## config.mk

```make
export PLATFORM = sky130hd
export DESIGN_NAME = shift_reg_pipe_flat
export DESIGN_NICKNAME = d
export VERILOG_FILES = /design/src/rtl/shift_reg_pkg.sv /design/src/rtl/shift_reg_pipe_if.sv /design/src/rtl/shift_reg_stage.sv /design/src/rtl/shift_reg_pipe.sv /design/src/flat_wrapper.sv
export SDC_FILE = /design/constraint.sdc
export NUM_CORES = 1
export LEC_CHECK = 0
export CAP_MARGIN = 15
export CORE_MARGIN = 2
export CORE_UTILIZATION = 35
export CTS_CLUSTER_SIZE = 28
export DETAILED_ROUTE_END_ITERATION = 10
export PLACE_DENSITY = 0.74
export SKIP_CTS_REPAIR_TIMING = 1
export SLEW_MARGIN = 10
export SYNTH_ARGS = -nofsm -noshare
export SYNTH_HDL_FRONTEND = slang
export SYNTH_SLANG_ARGS = --single-unit
```

## constraint.sdc

```tcl
create_clock -name clock -period 1.9 [get_ports clock]
set_input_delay 0.38 -clock clock [delete_from_list [all_inputs] [get_ports clock]]
set_output_delay 0.38 -clock clock [all_outputs]
set_load 0.01 [all_outputs]
```

## src/rtl/shift_reg_pkg.sv

```systemverilog
// Shared types for the shift_reg_pipe block.
//   shift_mode_e : operating mode of the register chain, sampled every clock edge.
package shift_reg_pkg;

   typedef enum logic [1:0] {
      SM_HOLD     = 2'b00,  // keep every stage as it is
      SM_SHIFT_UP = 2'b01,  // stage[i] <= stage[i-1], din_up enters stage 0
      SM_SHIFT_DN = 2'b10,  // stage[i] <= stage[i+1], din_dn enters stage DEPTH-1
      SM_LOAD     = 2'b11   // all stages loaded from par_in / par_vld at once
   } shift_mode_e;

endpackage

```

## src/rtl/shift_reg_pipe_if.sv

```systemverilog
// Bus bundle for shift_reg_pipe.
//   master : the user of the shift register (drives mode, flush, serial and
//            parallel inputs; observes outputs)
//   slave  : the shift register itself
// There is no backpressure: whatever mode/flush/data is present on a rising
// clock edge is consumed on that edge, and every output is a register tap
// (or a function of register taps) valid for the whole following cycle.
interface shift_reg_pipe_if
   import shift_reg_pkg::*;
#(
   parameter int WIDTH = 8,
   parameter int DEPTH = 4
);
   localparam int CNT_W = $clog2(DEPTH + 1);

   shift_mode_e              mode;
   logic                     flush;
   logic [WIDTH-1:0]         din_up;
   logic                     din_up_vld;
   logic [WIDTH-1:0]         din_dn;
   logic                     din_dn_vld;
   logic [DEPTH*WIDTH-1:0]   par_in;
   logic [DEPTH-1:0]         par_vld;

   logic [WIDTH-1:0]         dout_up;
   logic [WIDTH-1:0]         dout_dn;
   logic [DEPTH*WIDTH-1:0]   par_out;
   logic [DEPTH-1:0]         vld_vec;
   logic [CNT_W-1:0]         fill_cnt;
   logic                     full;
   logic                     empty;

   modport master (
      output mode, flush, din_up, din_up_vld, din_dn, din_dn_vld, par_in, par_vld,
      input  dout_up, dout_dn, par_out, vld_vec, fill_cnt, full, empty
   );

   modport slave (
      input  mode, flush, din_up, din_up_vld, din_dn, din_dn_vld, par_in, par_vld,
      output dout_up, dout_dn, par_out, vld_vec, fill_cnt, full, empty
   );

endinterface

```

## src/rtl/shift_reg_stage.sv

```systemverilog
// One stage of the shift register: a WIDTH-bit data flop plus its valid flop.
// Ports:
//   clock, reset      rising-edge clock, synchronous active-high reset
//   flush             clears the valid flop only; data holds
//   mode              selects the next value source
//   d_below/v_below   neighbour towards stage 0 (used by SHIFT_UP)
//   d_above/v_above   neighbour towards stage DEPTH-1 (used by SHIFT_DN)
//   d_par/v_par       this stage's parallel-load slice (used by LOAD)
//   q/v               registered data and valid
module shift_reg_stage
   import shift_reg_pkg::*;
#(
   parameter int               WIDTH     = 8,
   parameter logic [WIDTH-1:0] RESET_VAL = '0
) (
   input  logic             clock,
   input  logic             reset,
   input  logic             flush,
   input  shift_mode_e      mode,
   input  logic [WIDTH-1:0] d_below,
   input  logic             v_below,
   input  logic [WIDTH-1:0] d_above,
   input  logic             v_above,
   input  logic [WIDTH-1:0] d_par,
   input  logic             v_par,
   output logic [WIDTH-1:0] q,
   output logic             v
);

   always_ff @(posedge clock) begin
      if (reset) begin
         q <= RESET_VAL;
         v <= 1'b0;
      end else if (flush) begin
         // Flush wins over any mode: occupancy drops, data is left as is.
         v <= 1'b0;
      end else begin
         case (mode)
            SM_SHIFT_UP: begin
               q <= d_below;
               v <= v_below;
            end
            SM_SHIFT_DN: begin
               q <= d_above;
               v <= v_above;
            end
            SM_LOAD: begin
               q <= d_par;
               v <= v_par;
            end
            default: ;  // HOLD, and an unknown mode degrades to HOLD
         endcase
      end
   end

endmodule

```

## src/rtl/shift_reg_pipe.sv

```systemverilog
// Parametrised multi-bit shift register with per-stage valid tags.
// Parameters: WIDTH bits per stage, DEPTH stages, RESET_VAL reset content.
// The interface instance must be built with the same WIDTH and DEPTH.
// Ports:
//   clock, reset   rising-edge clock, synchronous active-high reset
//   bus (slave)    mode/flush/serial/parallel inputs; dout_up (stage DEPTH-1),
//                  dout_dn (stage 0), par_out, vld_vec, fill_cnt, full, empty
// All outputs come from registers only; nothing on the bus inputs reaches an
// output combinationally.
module shift_reg_pipe
   import shift_reg_pkg::*;
#(
   parameter int               WIDTH     = 8,
   parameter int               DEPTH     = 4,
   parameter logic [WIDTH-1:0] RESET_VAL = '0
) (
   input logic             clock,
   input logic             reset,
   shift_reg_pipe_if.slave bus
);

   localparam int CNT_W = $clog2(DEPTH + 1);

   // Unpacked so each element is a separate flop output in the chain.
   logic [WIDTH-1:0] stage_q [DEPTH];
   logic             stage_v [DEPTH];

   for (genvar g = 0; g < DEPTH; g++) begin : g_stage
      logic [WIDTH-1:0] d_below;
      logic             v_below;
      logic [WIDTH-1:0] d_above;
      logic             v_above;

      // Chain ends take the serial inputs; inner stages take their neighbours.
      if (g == 0) begin : g_lo_end
         assign d_below = bus.din_up;
         assign v_below = bus.din_up_vld;
      end else begin : g_lo_chain
         assign d_below = stage_q[g-1];
         assign v_below = stage_v[g-1];
      end

      if (g == DEPTH - 1) begin : g_hi_end
         assign d_above = bus.din_dn;
         assign v_above = bus.din_dn_vld;
      end else begin : g_hi_chain
         assign d_above = stage_q[g+1];
         assign v_above = stage_v[g+1];
      end

      shift_reg_stage #(
         .WIDTH     (WIDTH),
         .RESET_VAL (RESET_VAL)
      ) u_stage (
         .clock   (clock),
         .reset   (reset),
         .flush   (bus.flush),
         .mode    (bus.mode),
         .d_below (d_below),
         .v_below (v_below),
         .d_above (d_above),
         .v_above (v_above),
         .d_par   (bus.par_in[g*WIDTH +: WIDTH]),
         .v_par   (bus.par_vld[g]),
         .q       (stage_q[g]),
         .v       (stage_v[g])
      );

      assign bus.par_out[g*WIDTH +: WIDTH] = stage_q[g];
      assign bus.vld_vec[g]                = stage_v[g];
   end

   assign bus.dout_up = stage_q[DEPTH-1];
   assign bus.dout_dn = stage_q[0];

   // Status is derived from the valid bits alone; data content never matters.
   logic [CNT_W-1:0] cnt;

   always_comb begin
      cnt = '0;
      for (int i = 0; i < DEPTH; i++) begin
         cnt = cnt + CNT_W'(bus.vld_vec[i]);
      end
   end

   assign bus.fill_cnt = cnt;
   assign bus.full     = &bus.vld_vec;
   assign bus.empty    = ~|bus.vld_vec;

   // An X on mode would be silently treated as HOLD in hardware; flag it in simulation.
   a_mode_known : assert property (@(posedge clock) disable iff (reset) !$isunknown(bus.mode));

endmodule

```

## src/flat_wrapper.sv

```systemverilog
// flat-port wrapper written by rule: the top's interface ports become plain ports
module shift_reg_pipe_flat import shift_reg_pkg::*;
#(
   parameter int               WIDTH     = 8,
   parameter int               DEPTH     = 4,
   parameter logic [WIDTH-1:0] RESET_VAL = '0
)
  (clock, reset, bus_mode, bus_flush, bus_din_up, bus_din_up_vld, bus_din_dn, bus_din_dn_vld, bus_par_in, bus_par_vld, bus_dout_up, bus_dout_dn, bus_par_out, bus_vld_vec, bus_fill_cnt, bus_full, bus_empty);
  shift_reg_pipe_if #(.WIDTH(WIDTH), .DEPTH(DEPTH)) bus_i ();
  input logic clock;
  input logic reset;
  input wire logic [$bits(bus_i.mode)-1:0] bus_mode;
  input wire logic [$bits(bus_i.flush)-1:0] bus_flush;
  input wire logic [$bits(bus_i.din_up)-1:0] bus_din_up;
  input wire logic [$bits(bus_i.din_up_vld)-1:0] bus_din_up_vld;
  input wire logic [$bits(bus_i.din_dn)-1:0] bus_din_dn;
  input wire logic [$bits(bus_i.din_dn_vld)-1:0] bus_din_dn_vld;
  input wire logic [$bits(bus_i.par_in)-1:0] bus_par_in;
  input wire logic [$bits(bus_i.par_vld)-1:0] bus_par_vld;
  output wire logic [$bits(bus_i.dout_up)-1:0] bus_dout_up;
  output wire logic [$bits(bus_i.dout_dn)-1:0] bus_dout_dn;
  output wire logic [$bits(bus_i.par_out)-1:0] bus_par_out;
  output wire logic [$bits(bus_i.vld_vec)-1:0] bus_vld_vec;
  output wire logic [$bits(bus_i.fill_cnt)-1:0] bus_fill_cnt;
  output wire logic [$bits(bus_i.full)-1:0] bus_full;
  output wire logic [$bits(bus_i.empty)-1:0] bus_empty;
  assign bus_i.mode = bus_mode;
  assign bus_i.flush = bus_flush;
  assign bus_i.din_up = bus_din_up;
  assign bus_i.din_up_vld = bus_din_up_vld;
  assign bus_i.din_dn = bus_din_dn;
  assign bus_i.din_dn_vld = bus_din_dn_vld;
  assign bus_i.par_in = bus_par_in;
  assign bus_i.par_vld = bus_par_vld;
  assign bus_dout_up = bus_i.dout_up;
  assign bus_dout_dn = bus_i.dout_dn;
  assign bus_par_out = bus_i.par_out;
  assign bus_vld_vec = bus_i.vld_vec;
  assign bus_fill_cnt = bus_i.fill_cnt;
  assign bus_full = bus_i.full;
  assign bus_empty = bus_i.empty;
  shift_reg_pipe #(.WIDTH(WIDTH), .DEPTH(DEPTH), .RESET_VAL(RESET_VAL)) u_core (.clock(clock), .reset(reset), .bus(bus_i));
endmodule
```

After elaboration in Yosys (flattened, before gate mapping)
Cells that the tools add are included.
{ "op_classes": {"n_eq_ne": 3, "bitwise": 1, "muxes": 8, "reduce_logical": 6, "add_sub_neg": 3} }
{ "ops": {"columns": ["op", "n"], "rows": [
  ["case mux 8 bit (3 select lines)", 4],
  ["case mux 1 bit (3 select lines)", 4],
  ["adder 3 x 1 -> 3 bit", 2],
  ["== test 2 bit (second input constant)", 2],
  ["AND reduction 4 bit", 1],
  ["OR reduction 4 bit", 1],
  ["nonzero test 3 bit", 1],
  ["adder 1 x 1 -> 2 bit", 1],
  ["== test 2 x 1 -> 1 bit (second input constant)", 1],
  ["AND reduction 2 bit", 1],
  ["OR reduction 2 bit", 1],
  ["zero test 1 bit", 1],
  ["NOT 1 bit", 1]
]} }
{ "totals": {"reg_bits": 36, "word_cells": 29, "out_inout_bits": 57, "in_bits": 59} }

Longest topological paths before layout
Gate-level depths: netlist of run 1.
{ "logic_depth": {"ltp_word": 3, "depth_mapped": 5, "mapped_depth_nobuf": 4} }

Cells and area by module
From an unflattened synthesis of run 1, not the netlist that was laid out.
{ "hier_totals": {"cells_unflattened": 244, "area_unflattened_um2": 2204.6} }
{ "modules_own_cells": {"columns": ["mod", "area_per_inst_um2", "n_inst", "seq_area_each_um2", "cells_per_inst"], "rows": [
  ["shift_reg_stage", 486.7, 4, 180.2, 53],
  ["shift_reg_pipe", 257.7, 1, 0.0, 32]
]} }

Worst setup path before layout of run 1
OpenSTA, ideal clock, no wires.
{ "synth_timing": {"path_kind": "register -> output", "startpoint": "register u_core.g_stage[1].u_stage.v", "endpoint": "output port bus_fill_cnt[1]", "arrival_ns": 1.379, "path_buffers": 0, "path_stages_with_launch": 5, "required_time_ns": 1.520, "setup_slack_ns": 0.141, "path_cell_list": "dfxtp_1 -> inv_1 -> ha_1 -> fa_1 -> ha_1"} }
{ "synth_between": {"elab_chain_cells": 3} }
{ "synth_lines": {"columns": ["element", "line_no", "rtl"], "rows": [
  ["start: declaration", "shift_reg_stage.sv:27", "output logic v"],
  ["start signal: assignment", "shift_reg_stage.sv:41", "v <= v_below;"],
  ["start signal: assignment", "shift_reg_stage.sv:45", "v <= v_above;"],
  ["start signal: assignment", "shift_reg_stage.sv:49", "v <= v_par;"],
  ["adder 1 x 1 -> 2 bit", "shift_reg_pipe.sv:82", "cnt = cnt + CNT_W'(bus.vld_vec[i]);"],
  ["adder 3 x 1 -> 3 bit (2 in series)", "shift_reg_pipe.sv:82", null],
  ["end: declaration", "flat_wrapper.sv:24", "output wire logic [$bits(bus_i.fill_cnt)-1:0] bus_fill_cnt;"]
]} }
Every way passes these cells.

Worst setup path in the final report of run 1
{ "layout_timing": {"startpoint": "register u_core.g_stage[0].u_stage.v", "endpoint": "output port bus_fill_cnt[1]"} }
{ "layout_between": {"elab_chain_cells": 3} }
{ "layout_lines": {"columns": ["element", "line_no"], "rows": [
  ["start: declaration", "shift_reg_stage.sv:27"],
  ["start signal: assignment", "shift_reg_stage.sv:41"],
  ["start signal: assignment", "shift_reg_stage.sv:45"],
  ["start signal: assignment", "shift_reg_stage.sv:49"],
  ["adder 1 x 1 -> 2 bit", "shift_reg_pipe.sv:82"],
  ["adder 3 x 1 -> 3 bit (2 in series)", "shift_reg_pipe.sv:82"]
]} }
Every way passes these cells.

==> flow_metrics.env, run 1 <==
export IMPL_drc=0
export IMPL_viasPerCell=4.94
export IMPL_slew_viol_final=0
export IMPL_cts_buffers=5
export IMPL_routedWlPerCell_microns=14.4
export IMPL_p_total_mw=1.99
export IMPL_grt_pass1_wl_microns=8740
export IMPL_holdWs_ns=0.515
export IMPL_synth_top_area_share_pct=34.3
export IMPL_clk_pin_slew_ns=0.07
export IMPL_antenna_found_initial=0
export IMPL_cap_violations=0
export IMPL_synth_top_cell_by_area="dfxtp_1"
export IMPL_grt_pass1_vias=1871
export IMPL_r2r_start="u_core.g_stage[2].u_stage.v"
export IMPL_slowest_delay_ns=0.37
export IMPL_startpoint_type="flop"
export IMPL_syn_inst=222
export IMPL_max_vdd_ir_drop_v=0.000294
export IMPL_n_antenna_cell=0
export IMPL_port_buffers=115
export IMPL_path_class="flop to primary output"
export IMPL_clock_path_buffers=2
export IMPL_power_internal_mw=1.45
export IMPL_crit_path_frequent_cell="ha_4"
export IMPL_vias=1958
export IMPL_num_nets_final=384
export IMPL_cp_slowest_cell="fa_2"
export IMPL_synth_cell_types=22
export IMPL_root_buffer="clkbuf_8"
export IMPL_crit_arrival_ns=1.62
export IMPL_num_rows=28
export IMPL_die_x_microns=81.5
export IMPL_r2r_slack_ns=0.68
export IMPL_grtUsageTotal_pct=16.9
export IMPL_syn_area_sq_um=2100
export IMPL_boundaryPins=116
export IMPL_min_period_over_period_pct=105
export IMPL_finalHoldViolations=0
export IMPL_ff2ff_path_depth=3
export IMPL_drive_gt1_share_pct=22.7
export IMPL_max_slew_margin_rel_pct=71.5
export IMPL_synth_area_leaders="dfxtp_1 34%, mux2_2 17%, o22ai_1 9.5%"
export IMPL_core_sq_um=5850
export IMPL_seqPwrFrac_pct=43.8
export IMPL_wl_microns=5710
export IMPL_area_growth_synth_to_final_pct=56.4
export IMPL_fin_skew_ns=0.00304
export IMPL_clkPwrFrac_pct=25.4
export IMPL_ys_seq_elements=36
export IMPL_hold_path_class="flop to flop"
export IMPL_h_tree_depth=2
export IMPL_die_h_microns=81.5
export IMPL_setup_viol=3
export IMPL_cts_tree="built"
export IMPL_crit_path_end_kind="primary output"
export IMPL_grt_setup_unrepaired="true"
export IMPL_pwr_share_comb_pct=30.8
export IMPL_fin_crit_ns=2.00
export IMPL_cts_sinks=36
export IMPL_dp_hpwl_microns=4160
export IMPL_gp_congestion=0.719
export IMPL_grt_max_degree=33
export IMPL_final_common_cell="clkdlybuf4s50_1"
export IMPL_p_switching_uw=535
export IMPL_powerDensity_nw_per_um2=606
export IMPL_switching_share_pct=26.9
export IMPL_path_cells="inv_2 > ha_4 > fa_2 > ha_4 > buf_6"
export IMPL_cp_max_fo=2
export IMPL_overflow=0
export IMPL_violations="negative setup slack"
export IMPL_yosysWarningCount=0
export IMPL_tightest_slew_ns=0.428
export IMPL_synth_avg_cell_area_sq_um=9.46
export IMPL_required_ns=1.52
export IMPL_ant_nets=0
export IMPL_die_area_sq_um=6640
export IMPL_power_leakage_nw=1.28
export IMPL_start_util_pct=35.9
export IMPL_fmax_mhz=500
export IMPL_clk_latency_ns=0.28
export IMPL_r2r_end="u_core.g_stage[1].u_stage.v"
export IMPL_startpoint="u_core.g_stage[0].u_stage.v"
export IMPL_final_cell_mix="109 x clkdlybuf4s50_1, 34 x dfxtp_1, 32 x mux2_2, 32 x o22ai_1, 32 x nor3_1"
export IMPL_final_util_pct=56.2
export IMPL_outcome="finished with violations"
export IMPL_synth_fp_nets=285
export IMPL_fillers=538
export IMPL_yosysSeqAreaShare_pct=34.3
export IMPL_setup_slack_ns=-0.101
export IMPL_dr_pass1_iters=6
export IMPL_cp_endpoint="bus_fill_cnt[1]"
export IMPL_drt_iter0_markers=53
-- flip-flops by register name (all words and copies together) (netlist names) --
signal / cells
u_core.g_stage.u_stage.v: 4
u_core.g_stage.u_stage.q: 32
-- per-layer routing --
layer	GRT usage, %	share of wire (%)	vias to the layer above
met5	0	0	-
met4	5.08	0.84	0
met1	20.2	44	919
li1	-	-	979
met2	30.1	50	55
met3	3.85	5.5	5
-- logic make-up after synthesis --
logic type                 after synthesis  share of synthesized area (%)
adders and majority gates                4                           2.74
and+or+nand+nor                         73                           16.9
buffers and inverters                   40                           14.3
muxes                                   36                           21.8
DFF                                     36                           34.3
AOI/OAI and AO/OA                       33                           10.0
-- cell usage after synthesis --
cell type / instances
clkbuf_1: 3
buf_4: 23
inv_1: 2
mux4_1: 2
buf_2: 3
ha_1: 3
fa_1: 1
mux2_2: 32
nor3_1: 32
and3_1: 1
buf_6: 8
o21ba_2: 1
mux4_2: 2
and2_1: 4
dfxtp_1: 36
buf_1: 1
nor3b_1: 1
o22ai_1: 32
or2b_1: 1
nor2_1: 27
or3b_1: 1
nor2_2: 6
-- layout make-up --
cell class	count	area, sq um	area share [%]
clock buffers	6	72.6	2.21
clock inverters	1	5.00	0.152
inverters	2	7.51	0.228
multi-input cells	146	1120	34.0
flip-flops and latches	36	723	22.0
well taps	75	93.8	2.86
repair buffers	130	1270	38.6
-- critical path: cells and delay by family (launching register included) --
| kind | cells | cell delay (ns) |
|---|---|---|
| flip-flops | 1 | 0.34 |
| buffers and inverters | 2 | 0.13 |
| adder cells (fa/ha/maj) | 3 | 0.87 |
-- through the flow --
stage                     cell area, sq um  setup TNS (ns)  std cells  worst slack, ns
after CTS                             3240           -1.70        396           -0.621
after global routing                  3290          -0.296        396           -0.160
after global placement                3160           -3.50        389           -0.283
after floorplan                       2100               0        222            0.141
final                                 3290          -0.119        396           -0.101
after detailed placement              3160           -4.35        389           -0.304
-- how the worst min path moves through the flow --
stage	start	end	slack (ns)	cells after the start
after floorplan	u_core.g_stage[1].u_stage.q[0]	u_core.g_stage[0].u_stage.q[0]	0.53	2
after global placement	u_core.g_stage[1].u_stage.q[1]	u_core.g_stage[0].u_stage.q[1]	0.50	2
after detailed placement	u_core.g_stage[3].u_stage.q[1]	u_core.g_stage[2].u_stage.q[1]	0.51	2
after CTS	u_core.g_stage[3].u_stage.q[1]	u_core.g_stage[2].u_stage.q[1]	0.52	2
after global routing	u_core.g_stage[1].u_stage.q[4]	u_core.g_stage[0].u_stage.q[4]	0.54	2
final	u_core.g_stage[3].u_stage.q[1]	u_core.g_stage[2].u_stage.q[1]	0.52	2
-- power by group through the flow --
| stage | sequential, mW | combinational, mW | clock (mW) |
|---|---|---|---|
| after global placement | 0.885 | 0.603 | 0 |
| after floorplan | 0.904 | 0.298 | 0 |
| final | 0.872 | 0.612 | 0.506 |
| after CTS | 0.871 | 0.613 | 0.528 |
| after detailed placement | 0.888 | 0.610 | 0 |
| after global routing | 0.882 | 0.661 | 0.562 |
Power figures use the tool's default switching activity.
==> inputs of run 2 (changes only) <==
--- a/config.mk
+++ b/config.mk
@@ -5,6 +5,7 @@
 export SDC_FILE = /design/constraint.sdc
 export NUM_CORES = 1
 export LEC_CHECK = 0
+export ABC_CLOCK_PERIOD_IN_PS = 1900
 export CAP_MARGIN = 15
 export CORE_MARGIN = 2
 export CORE_UTILIZATION = 35
==> results of run 2 <==
Same layout as run 1: the final DEF is identical, and so are final timing and power.
==> RTL change 1, RTL diff (config.mk and constraints of run 2) <==
`DEPTH` is set to 4 in 3 places; all go to 8.
--- a/src/rtl/shift_reg_pipe_if.sv
+++ b/src/rtl/shift_reg_pipe_if.sv
@@ -11,3 +11,3 @@
    parameter int WIDTH = 8,
-   parameter int DEPTH = 4
+   parameter int DEPTH = 8
 );
--- a/src/rtl/shift_reg_pipe.sv
+++ b/src/rtl/shift_reg_pipe.sv
@@ -13,3 +13,3 @@
    parameter int               WIDTH     = 8,
-   parameter int               DEPTH     = 4,
+   parameter int               DEPTH     = 8,
    parameter logic [WIDTH-1:0] RESET_VAL = '0
--- a/src/flat_wrapper.sv
+++ b/src/flat_wrapper.sv
@@ -4,3 +4,3 @@
    parameter int               WIDTH     = 8,
-   parameter int               DEPTH     = 4,
+   parameter int               DEPTH     = 8,
    parameter logic [WIDTH-1:0] RESET_VAL = '0
Ports: changed (5 resized); port bits go from 116 to 189. No check against the original RTL was run, so the function may have changed too.
==> RTL change 1 against run 2 <==
The run still ends with negative setup slack left. Wire length up 120%. Setup slack worse by 1400 ps. Sequential share of layout area rose by 0.95 points. Total power rose by 130%. Sequential cell count rose by 36. Area after synthesis grew 92%. Final area is 91% higher. Die area grew 87%. Worst hold slack worse by 1.7 ps.
==> RTL change 1: results (changes against run 2) <==
stage,metric,value,unit,change
synthesis,ys_async_sr_fraction,0,,unchanged
route,firstDrtPassIters,7,,+1
worst_setup_path,crit_fanout,2,,unchanged
synthesis,synth_cell_types,22,,unchanged
placed_design,gp_congestion,0.8435,,+17%
synthesis,yosys_warnings,0,,unchanged
synthesis,ys_seq_area_frac,0.3565,,+0.01348
worst_setup_path,endpoint,bus_fill_cnt[1],,
clocking,insertion_delay,320,ps,+40 ps
pwr,irDropWorstVdd,398.2,µV,+35%
hold_path,hold_start,u_core.g_stage[1].u_stage.q[4],,
placed_design,dp_hpwl,9097,µm,+120%
grt,antenna_found_initial,0,,unchanged
sta,slew_headroom,0.6898,,-0.02521
final_layout,diodes,0,,unchanged
worst_setup_path,crit_type,reg -> out,,
grt,grt_use_total,0.1968,,+0.02761
status,run_status,finished with violations,,
worst_setup_path,worstPathArrival,2980,ps,+1360 ps
worst_setup_path,reg2reg_from,u_core.g_stage[1].u_stage.v,,
synthesis,avgSynthCellArea,9.230,µm²,-2.5%
worst_setup_path,critPathMaxStageDelay,540,ps,+170 ps
worst_setup_path,critPathSlowestCell,fa_2,,
worst_setup_path,r2r-end,u_core.g_stage[2].u_stage.v,,
clocking,cts_buffers,9,,+4
grt,grt_max_degree,48,,+45%
hold_path,min-delay-path-class,reg -> reg,,
route,vias,3978,,+100%
synthesis,synth_common_cells,"dfxtp_1, nor2_1, mux2_2, nor3_1, o22ai_1",,
route,via_per_inst,5.311,,+7.4%
pwr,p_sw_frac,0.2615,,-0.007470
clocking,htree_num_levels,3,,+1
final_layout,top_regs,"u_core.g_stage.u_stage.q: 64 flops, u_core.g_stage.u_stage.v: 8 flops",,
grt,grt_pass1_wl,20230,µm,+130%
grt,first_global_vias,3906,,+110%
hold_path,hold_depth,2,,unchanged
route,drt_iter0_drc,222,,+320%
final_layout,drive_above_1_share,0.2244,,-0.002992
worst_setup_path,r2r_slack,590,ps,-90 ps
route,drt-total-wl,12720,µm,+120%
sta,skew,7.418,ps,+4.382 ps
clocking,cts_buffer_depth,2,,unchanged
synthesis,synth_area_leaders,"dfxtp_1, mux2_2, o22ai_1",,
clocking,root_buffer,clkbuf_16,,
worst_setup_path,cp_top_family,adder cells,,
sta,setup_ws,-1465,ps,-1364 ps
placed_design,portBuffers,188,,+63%
worst_setup_path,ff2ff_path_depth,4,,+1
sta,fin_setup_tns,-5365,ps,-5246 ps
status,violations,negative setup slack,,
final_layout,final_nets,705,,+84%
final_layout,fillers,1059,,+97%
hold_path,min_to,u_core.g_stage[0].u_stage.q[4],,
sta,finalSetupViolCount,5,,+2
synthesis,synth.net_count,541,,+90%
clocking,clk_pin_slew,60,ps,
pwr,p_leak,2.437,nW,+91%
placed_design,post-place-cells,731,,+88%
RTL change 1: routing by layer:
metal  share of wire  vias up  GRT usage
met5               0        -          0
met4           0.020        0    0.07243
met3           0.054       20    0.03756
met2            0.49      140     0.3370
met1            0.43     1927     0.2475
li1                -     1891          -
RTL change 1: power by group through the flow:
stage          logic [mW]  clock network, mW  registers (mW)
6_report             1.15               1.63            1.75
5_1_grt              1.23               1.75            1.77
4_1_cts              1.15               1.67            1.75
3_5_place_dp         1.14                  0            1.78
3_3_place_gp         1.13                  0            1.77
2_1_floorplan       0.548                  0            1.80
RTL change 1: layout make-up:
cell class                 count  area [µm²]  share of cell area
inverter                      14       52.55            0.008358
tap                          143       178.9             0.02846
clock buffer                   9       225.2             0.03582
clock inverter                 6       61.31            0.009751
sequential                    72        1444              0.2297
multi-input combinational    291        2165              0.3443
timing repair buffer         214        2161              0.3437
RTL change 1: stage by stage:
| stage | area [µm²] | hold WS (ps) |
|---|---|---|
| finish | 6287 | 513.5 |
| global route | 6287 | 543.8 |
| CTS | 6230 | 515.0 |
| detailed placement | 5943 | 507.7 |
| global placement | 5943 | 500.0 |
| floorplan | 4058 | 530.6 |
RTL change 1: worst register-to-register path, delay by kind of cell (launching register included):
kind	cells	cell delay, ps
mux	1	440
buf+inv	2	260
simple gates	1	170
flops	1	330
RTL change 1: cell families after synthesis:
family          after synthesis  share of synthesized area
simple gates                144                     0.1634
xor+xnor                      1                   0.002167
compound gates               66                     0.1034
mux                          72                     0.2228
buf+inv                      75                     0.1195
fa+ha+maj                     8                    0.03219
flops                        72                     0.3565
==> RTL change 2, RTL diff (config.mk and constraints of run 2) <==
Without the edit above. Reset style: asynchronous (`reset`), changed in one clocked block. Comments in the files are not updated.
--- a/src/rtl/shift_reg_stage.sv
+++ b/src/rtl/shift_reg_stage.sv
@@ -29,3 +29,3 @@
 
-   always_ff @(posedge clock) begin
+   always_ff @(posedge clock or posedge reset) begin
       if (reset) begin
Behaviour: differs if reset is asserted again (counterexample within 4 cycles, from zero or initial values and one cycle with reset high); with reset held inactive, the same outputs for 10 cycles.
==> RTL change 2 against run 2 <==
The run still ends with negative setup slack left. Final area up 19%. Sequential cell count is the same. Area after synthesis increased by 20%. Setup slack worse by 46 ps. Total power increased by 39%. Sequential share of layout area up 1.1 points. Wire length is 32% higher. Largest cell class unchanged. Highest routed layer unchanged.
==> RTL change 2: results (changes against run 2) <==
stage,metric,value,unit,change
placed_design,dp_hpwl,5662,µm,+36%
placed_design,gp_congestion,0.7951,,+11%
synthesis,ys_seq_area_frac,0.3571,,+0.01408
worst_setup_path,r2r-end,u_core.g_stage[1].u_stage.q[7],,
pwr,p_int,1.895,mW,+30%
grt,use_met3,0.04617,,+0.007707
status,violations,negative setup slack,,
final_layout,drive_above_1_share,0.1476,,-0.07983
grt,grt_use_total,0.1898,,+0.02060
grt,grt_util_met1,0.2351,,+0.03281
final_layout,seq_cell_count,36,,unchanged
synthesis,dominantRegCellSynth,dfrtp_1,,
final_layout,comb.multi_input.count,195,,+34%
final_layout,inv_count,6,,+4
route,via_per_inst,5.209,,+5.3%
status,run_status,finished with violations,,
synthesis,synth_common_cells,"dfrtp_1, nand2_1, buf_4",,
final_layout,clockBufferCount,7,,+1
route,drt_iter0_drc,99,,+87%
final_layout,multi_input_area_share,0.3387,,-0.001007
worst_setup_path,worstPathArrival,1670,ps,+50 ps
route,drt-total-wl,7549,µm,+32%
sta,setup_ws,-147.9,ps,-46.48 ps
synthesis,synth.net_count,349,,+22%
sta,finalSetupViolCount,3,,unchanged
grt,grt_max_degree,37,,+12%
synthesis,synth_cell_types,30,,+36%
route,wl_met3,545,µm,+74%
worst_setup_path,r2r_slack,770,ps,+90 ps
final_layout,fillers,638,,+19%
## RTL change 2: changes by cell type in the layout (fill, tap and decap cells not counted), moves of 19 or more
cell and delta:
mux2_2 -32, o21ai_0 +19, nor3_1 -29, a211oi_1 +20
nand2_1 +32, dfxtp_1 -34, nor2_1 -25, nand2b_1 +19
o22ai_1 -32, dfrtp_1 +36
## RTL change 2: power groups by stage
stage | clock network, mW | logic (mW) | registers (mW)
final | 0.592 | 1.15 | 1.03
after global routing | 0.650 | 1.25 | 1.05
after CTS | 0.622 | 1.14 | 1.03
after detailed placement | 0 | 1.14 | 1.04
after global placement | 0 | 1.11 | 1.04
after floorplan | 0 | 0.511 | 1.07
## RTL change 2: worst max-delay path by stage
stage / to / slack, ps / startpoint / cells after the start
floorplan: bus_fill_cnt[1] / 110 / u_core.g_stage[1].u_stage.v / 4
global placement: bus_fill_cnt[1] / -310 / u_core.g_stage[1].u_stage.v / 5
detailed placement: bus_fill_cnt[1] / -340 / u_core.g_stage[1].u_stage.v / 5
CTS: bus_fill_cnt[1] / -660 / u_core.g_stage[1].u_stage.v / 5
global route: bus_fill_cnt[1] / -200 / u_core.g_stage[1].u_stage.v / 5
finish: bus_fill_cnt[1] / -150 / u_core.g_stage[1].u_stage.v / 5
## RTL change 2: through the flow
| stage | cells | util | TNS [ps] | setup slack [ps] | total power, mW |
|---|---|---|---|---|---|
| after floorplan | 282 | - | 0 | 106.9 | 1.585 |
| after global placement | 482 | 0.5474 | -2986 | -305.4 | 2.147 |
| after detailed placement | 482 | 0.5474 | -4792 | -344.7 | 2.178 |
| after CTS | 489 | 0.5614 | -1995 | -663.8 | 2.791 |
| after global routing | 489 | 0.5685 | -411.8 | -198.3 | 2.951 |
| final | 489 | 0.5685 | -265.5 | -147.9 | 2.772 |
